--- config.mk ---
export PLATFORM = sky130hd
export DESIGN_NAME = bank_fetch_arbiter
export DESIGN_NICKNAME = d
export VERILOG_FILES = /design/src/rtl/bank_fetch_arbiter.sv
export SDC_FILE = /design/constraint.sdc
export NUM_CORES = 1
export LEC_CHECK = 0
export ABC_AREA = 1
export BUFFER_PORTS_ARGS = -buffer_cell sky130_fd_sc_hd__clkbuf_2
export CORE_UTILIZATION = 40
export CTS_CLUSTER_DIAMETER = 150
export CTS_CLUSTER_SIZE = 16
export DETAILED_ROUTE_END_ITERATION = 8
export PLACE_DENSITY = 0.69
export SYNTH_ARGS = -nofsm -noshare
export SYNTH_HDL_FRONTEND = slang
export SYNTH_SLANG_ARGS = --single-unit
--- constraint.sdc ---
create_clock -name clk -period 1.7 [get_ports clk]
set_clock_uncertainty 0.15 [all_clocks]
set_input_delay 0.17 -clock clk [delete_from_list [all_inputs] [get_ports clk]]
set_output_delay 0.17 -clock clk [all_outputs]
set_load 0.01 [all_outputs]
--- src/rtl/bank_fetch_arbiter.sv ---
// Round-robin arbiter sharing the two-bank parity memory between two requesters.
// Optional build macro PARITY_RETRY_EN: re-read once on a parity mismatch before reporting it.
module bank_fetch_arbiter #(
    parameter int ADDR_W = 4,
    parameter int DATA_W = 8
) (
    input  logic              clk,
    input  logic              reset,
    input  logic              req0,
    input  logic [ADDR_W-1:0] addr0,
    input  logic              req1,
    input  logic [ADDR_W-1:0] addr1,
    output logic              gnt0,
    output logic              gnt1,
    output logic [ADDR_W-1:0] mem_addr,
    input  logic [DATA_W-1:0] mem_data,
    input  logic              mem_parity,
    output logic              rvalid,
    output logic              rid,
    output logic [DATA_W-1:0] rdata,
    output logic              perr,
    output logic              busy
);

    typedef enum logic [1:0] {
        IDLE   = 2'd0,
        LOOKUP = 2'd1,
        CHECK  = 2'd2
    } state_t;

    // Memory stores even parity: the parity bit equals the XOR of the data bits.
    function automatic logic parity_mismatch(input logic [DATA_W-1:0] d, input logic p);
        return (^d) != p;
    endfunction

    state_t            state_r, state_s;
    logic              gnt0_r, gnt0_s;
    logic              gnt1_r, gnt1_s;
    logic [ADDR_W-1:0] mem_addr_r, mem_addr_s;
    logic              rvalid_r, rvalid_s;
    logic              rid_r, rid_s;
    logic [DATA_W-1:0] rdata_r, rdata_s;
    logic              perr_r, perr_s;
    logic              busy_r, busy_s;
    logic              last_r, last_s;
    logic              rid_q_r, rid_q_s;
    logic [DATA_W-1:0] cap_data_r, cap_data_s;
    logic              cap_par_r, cap_par_s;
    logic              win_s;
    logic              mismatch_s;
    logic              respond_s;
`ifdef PARITY_RETRY_EN
    logic              retry_r, retry_s;
`endif

    // Next-state and next-output computation for every register.
    always_comb begin
        state_s    = state_r;
        gnt0_s     = 1'b0;
        gnt1_s     = 1'b0;
        mem_addr_s = mem_addr_r;
        rvalid_s   = 1'b0;
        rid_s      = rid_r;
        rdata_s    = rdata_r;
        perr_s     = 1'b0;
        last_s     = last_r;
        rid_q_s    = rid_q_r;
        cap_data_s = cap_data_r;
        cap_par_s  = cap_par_r;
        respond_s  = 1'b0;
`ifdef PARITY_RETRY_EN
        retry_s    = retry_r;
`endif
        mismatch_s = parity_mismatch(cap_data_r, cap_par_r);

        // On a tie the requester that was not served last wins.
        if (req0 && req1) begin
            win_s = ~last_r;
        end else if (req0) begin
            win_s = 1'b0;
        end else begin
            win_s = 1'b1;
        end

        case (state_r)
            IDLE: begin
                if (req0 || req1) begin
                    state_s    = LOOKUP;
                    rid_q_s    = win_s;
                    mem_addr_s = win_s ? addr1 : addr0;
                    gnt0_s     = ~win_s;
                    gnt1_s     = win_s;
`ifdef PARITY_RETRY_EN
                    retry_s    = 1'b0;
`endif
                end else begin
                    state_s = IDLE;
                end
            end
            LOOKUP: begin
                cap_data_s = mem_data;
                cap_par_s  = mem_parity;
                state_s    = CHECK;
            end
            CHECK: begin
`ifdef PARITY_RETRY_EN
                if (mismatch_s && !retry_r) begin
                    retry_s = 1'b1;
                    state_s = LOOKUP;
                end else begin
                    respond_s = 1'b1;
                end
`else
                respond_s = 1'b1;
`endif
            end
            default: begin
                state_s = IDLE;
            end
        endcase

        if (respond_s) begin
            rvalid_s = 1'b1;
            rdata_s  = cap_data_r;
            rid_s    = rid_q_r;
            perr_s   = mismatch_s;
            last_s   = rid_q_r;
            state_s  = IDLE;
        end else begin
            rvalid_s = 1'b0;
        end

        busy_s = (state_s != IDLE);
    end

    // State and output registers with synchronous reset.
    always_ff @(posedge clk) begin
        if (reset) begin
            state_r    <= IDLE;
            gnt0_r     <= 1'b0;
            gnt1_r     <= 1'b0;
            mem_addr_r <= {ADDR_W{1'b0}};
            rvalid_r   <= 1'b0;
            rid_r      <= 1'b0;
            rdata_r    <= {DATA_W{1'b0}};
            perr_r     <= 1'b0;
            busy_r     <= 1'b0;
            last_r     <= 1'b1;
            rid_q_r    <= 1'b0;
            cap_data_r <= {DATA_W{1'b0}};
            cap_par_r  <= 1'b0;
`ifdef PARITY_RETRY_EN
            retry_r    <= 1'b0;
`endif
        end else begin
            state_r    <= state_s;
            gnt0_r     <= gnt0_s;
            gnt1_r     <= gnt1_s;
            mem_addr_r <= mem_addr_s;
            rvalid_r   <= rvalid_s;
            rid_r      <= rid_s;
            rdata_r    <= rdata_s;
            perr_r     <= perr_s;
            busy_r     <= busy_s;
            last_r     <= last_s;
            rid_q_r    <= rid_q_s;
            cap_data_r <= cap_data_s;
            cap_par_r  <= cap_par_s;
`ifdef PARITY_RETRY_EN
            retry_r    <= retry_s;
`endif
        end
    end

    assign gnt0     = gnt0_r;
    assign gnt1     = gnt1_r;
    assign mem_addr = mem_addr_r;
    assign rvalid   = rvalid_r;
    assign rid      = rid_r;
    assign rdata    = rdata_r;
    assign perr     = perr_r;
    assign busy     = busy_r;

endmodule

# [Word level (Yosys, flattened, before mapping)]
# Index checks and enable logic that the tools add are counted.
[totals] ff_bits=31 latchBits=0 ramBits=0 mem_bits_ro=0 inputBits=21 output_inout_bits=18 n_memories=0
[classes] addsub=0 multipliers=0 n_div=0 n_lt_le_gt_ge=0 eq_ne=3 shift=0 n_mux=8 bitwise_logic=5 reduce_logical=8
[op_table] operator="8-bit parity" n=1
[op_table] operator="2-bit one-hot mux with 3 select lines" n=1
[op_table] operator="1-bit 2-to-1 mux" n=5
[op_table] operator="1-bit NOT" n=5
[op_table] operator="4-bit 2-to-1 mux" n=1
[op_table] operator="3-bit OR reduction" n=1
[op_table] operator="2-bit by 1-bit equality test with 1-bit output, second input constant" n=1
[op_table] operator="2-bit equality test, second input constant" n=1
[op_table] operator="2-bit zero test" n=1
[op_table] operator="2-bit 2-to-1 mux" n=1
[op_table] operator="2-bit AND reduction" n=1
[op_table] operator="2-bit nonzero test" n=1
[op_table] operator="2-bit OR reduction" n=1
[op_table] operator="1-bit logical AND" n=1
[op_table] operator="1-bit logical OR" n=1
[op_table] operator="1-bit inequality test" n=1

# [Depth between registers and ports, before layout]
[logic_depth] word_depth=5 depth_mapped=9

# [Worst setup path before layout]
# No wires, ideal clock.
[synth_path] path_kind="flip-flop to flip-flop" from="register state_r[0]" to="register cap_data_r[3]" t_arrival_ps=881 required_ps=1434 setup_slack_ps=553 path_stages_with_launch=5 period_less_slack_ps=1147 path_cell_list="dfxtp_1 -> nand2_2 -> buf_4 -> o21ai_0 -> nor2_1"
[synth_between] elab_chain_cells=1
[synth_rtl] item="start: declaration" line="36" source="state_t state_r, state_s;"
[synth_rtl] item="start signal: assignment" line="156" source="state_r <= state_s;"
[synth_rtl] item="2-bit by 1-bit equality test with 1-bit output" line="85" source="case (state_r)"
[synth_rtl] item="end signal: assignment" line="150" source="cap_data_r <= {DATA_W{1'b0}};"
[synth_rtl] item="end signal: assignment" line="167" source="cap_data_r <= cap_data_s;"
[synth_rtl] item="end: declaration" line="47" source="logic [DATA_W-1:0] cap_data_r, cap_data_s;"
# No other way between the ends.
# A chain may end at the register's enable or synchronous reset.

# [Worst setup path after layout]
[layout_path] from="register state_r[1]" to="register perr_r, in the netlist perr"
[layout_between] elab_chain_cells=4
[layout_rtl] item="2-bit equality test" line="85"
[layout_rtl] item="1-bit 2-to-1 mux" line="85"
[layout_rtl] item="1-bit NOT (no source line)"
[layout_rtl] item="2-bit OR reduction (no source line)"
[layout_rtl] item="end signal: assignment" line="163" source="perr_r <= perr_s;"
[layout_rtl] item="end: declaration" line="43" source="logic perr_r, perr_s;"
# No other way between the ends.

==> key figures <==
Pwr
  – Power Dens Cells: roughly 940 nW/µm²
  – Reported leakage power: slightly below 0.8 nW
  – Peak supply drop: 0.000824 V

Synth
  – Register area share after synthesis: 52.9%
  – Commonest cells post-synth: sky130_fd_sc_hd__dfxtp_1, sky130_fd_sc_hd__nand2_1, sky130_fd_sc_hd__nor2_1, sky130_fd_sc_hd__o21ai_0, sky130_fd_sc_hd__inv_1
  – Syn Area/Cell: roughly 7.9 µm²
  – FF+latch count, synth: 31
  – Most common flop cell mapped by yosys: sky130_fd_sc_hd__dfxtp_1
  – Count of flip-flops with a built-in enable after synthesis: 0
  – Net Count, Synth: 170
  – Most repeated cell in the gate-level netlist after synthesis: sky130_fd_sc_hd__dfxtp_1
  – Synthesis Warnings: 0
  – Post-synthesis cell count: 149
  – Largest cells by area after synthesis: sky130_fd_sc_hd__dfxtp_1, sky130_fd_sc_hd__o21ai_0, sky130_fd_sc_hd__nand2_1
  – Count of distinct cell types in the synthesized netlist: 18
  – Netlist area before placement: 1170 µm²
  – Synth async-reset ratio: 0%
  – Yosys top cell area share: between 50% and 60%
  – Synth area leader: sky130_fd_sc_hd__dfxtp_1

GRT
  – Remaining global-route overflow: 0
  – Wire length of the first global-routing pass: 5.02 mm
  – Via count of the first global-routing pass: 1135
  – Largest net degree at the start of global routing: 25
  – GRT Resource Usage Total: about a fifth
  – Antenna violations before repair: 0

STA
  – Post-route setup slack: ~0.31 ns
  – Relative slew slack: approximately three quarters
  – Sum Neg Setup Slack: 0 ns
  – Final worst path period share: around four fifths
  – Final min period: between 1 and 1.5 ns
  – Highest clock frequency the design can meet: approximately 720 MHz
  – Pin slew with the least headroom to its limit: about 0.37 ns
  – Unrepaired setup endpoints after global routing: false
  – Final hold violations: 0
  – Smallest hold slack: approximately 0.073 ns
  – Number of pins exceeding their max-slew limit in the final report: 0
  – Setup violators final: 0

CTS
  – Clock sink count: 31
  – Buffer count from post-CTS setup fixing: 0
  – TritonCTS clock tree: yes
  – CTS root buf: sky130_fd_sc_hd__clkbuf_4
  – Num CTS Buffers: 5
  – Htree depth: 2
  – Post-CTS clock slew at the launch and capture registers of the worst setup and hold paths: approximately 0.09 ns
  – Clock buffer depth: 2
  – Clock latency at the later pin of the worst-skew pair: 0.33 ns

Critical path
  – Data required time of the critical path: 1.82 ns
  – Category of the worst setup path launch point: flip-flop
  – Arrival time at the worst endpoint: about 1.5 ns
  – Critical path endpoint category: flip-flop
  – Startpoint-to-endpoint class of the critical path: flip-flop to flip-flop
  – Max FO, Critical Path: 14

Cells and area
  – Share of layout cells above drive strength 1: 24.9%
  – Combined area of the multi-input logic cells: 473 µm²
  – Count of nets after finishing: 230
  – ANT cells: 0
  – Fill cell count: ~260
  – Signed area change from the synthesized netlist to the final layout: 38.6%
  – Sequential cell area: slightly above 600 µm²

Floorplan
  – DIE AREA: 3150 µm²
  – Ports: 39
  – Core Region: about 2800 µm²
  – Floorplan row count: 19
  – Chip Width: between 50 and 60 µm
  – Initial cell density of the core: a little over two fifths
  – Die height: 56.1 µm

Outcome
  – Outcome: finished, final reports clean

Routing
  – Final WL: 2.91 mm
  – Routed len/inst: around 12 µm
  – DR vias: roughly 1200
  – DRC violations left: 0
  – Initial detailed-routing violation count: 43
  – Vias per cell: ~4.8
  – 1st-pass router iterations: 4
  – Remaining antenna violation count: 0

Placed design
  – Post-DP HPWL: approximately 2 mm
  – Post-Place Setup Slack: between 0.3 and 0.4 ns
  – Number of buffer cells added on primary ports: 38
  – Gp weighted congestion: around 0.74

Min path
  – Hold crit path type: input port to flip-flop

Job
  – Count of maximum capacitance violations: 0
placed cells by master (no fill, tap or decap), types with 4 or more instances in the layout:
cell                             n
sky130_fd_sc_hd__dlygate4sd3_1  19
sky130_fd_sc_hd__a21oi_1        11
sky130_fd_sc_hd__a31oi_1         4
sky130_fd_sc_hd__clkbuf_2       38
sky130_fd_sc_hd__nand2_1        26
sky130_fd_sc_hd__o21ai_0        22
sky130_fd_sc_hd__inv_1          14
sky130_fd_sc_hd__clkbuf_4        5
sky130_fd_sc_hd__dfxtp_1        31
sky130_fd_sc_hd__nand3_1         4
sky130_fd_sc_hd__nor2_1         23
sequential cells by signal (all words and copies together), names as in the netlist:
| signal | count |
|---|---|
| state_r | 2 |
| rid | 1 |
| last_r | 1 |
| gnt0 | 1 |
| cap_data_r | 8 |
| rvalid | 1 |
| busy | 1 |
| cap_par_r | 1 |
| rdata | 8 |
| mem_addr | 4 |
| gnt1 | 1 |
| perr | 1 |
| rid_q_r | 1 |
critical path, cell delays in order, from the launching register on:
cell                      delay (ns)
sky130_fd_sc_hd__dfxtp_1        0.39
sky130_fd_sc_hd__inv_1          0.11
sky130_fd_sc_hd__nor2_4         0.23
sky130_fd_sc_hd__inv_1          0.17
sky130_fd_sc_hd__nor2_2         0.13
sky130_fd_sc_hd__nand2_1        0.06
sky130_fd_sc_hd__nor2_1         0.09
kinds of logic (layout without fill, tap and decap cells):
family	count (synthesis)	count (layout)	share of synthesized area, %
and+or+nand+nor	58	58	21.3
AOI/OAI and AO/OA	39	39	17.5
DFF	31	31	52.9
buffers and inverters	19	79	6.72
xor gates and xnor gates	2	2	1.49
through the flow:
step                      power (mW)  cells  util (%)  cell area (µm²)
after floorplan                0.995    149         -             1170
after global placement          1.07    214      50.0             1380
after detailed placement        1.08    214      50.0             1380
after CTS                       1.54    240      58.9             1630
after global routing            1.62    240      58.9             1630
final                           1.52    240      58.9             1630
where the power goes:
group	switching [mW]	internal, mW
Sequential	0.0403	0.784
Clock	0.231	0.191
Combinational	0.153	0.125
Total	0.424	1.10
final timing paths:
kind | endpoint | slack [ns] | cells after the start | from
min reg2reg | rid | 0.33 | 2 | rid
min | gnt0 | 0.07 | 4 | req1
max | perr | 0.31 | 6 | state_r[1]
max reg2reg | perr | 0.31 | 6 | state_r[1]
what timing repair did:
item | 4_1_cts | 5_1_grt
gates resized for setup | 0 | 0
hold endpoints to repair | 18 | 0
hold buffers | 19 | 0
layer usage:
| layer | wire length (µm) | global-route usage (%) |
|---|---|---|
| met5 | 0 | 0 |
| met2 | 1600 | 39.5 |
| met4 | 26 | 7.32 |
| met3 | 157 | 7.21 |
| met1 | 1130 | 21.3 |
cell type report:
| cell class | instances | area share, % |
|---|---|---|
| Inverter | 15 | 3.46 |
| Clock inverter | 1 | 0.308 |
| Multi-Input combinational cell | 99 | 29.1 |
| Tap cell | 31 | 2.39 |
| Timing Repair Buffer | 57 | 23.4 |
| Sequential cell | 31 | 38.2 |
| Clock buffer | 6 | 3.16 |
Power figures use the tool's default switching activity.
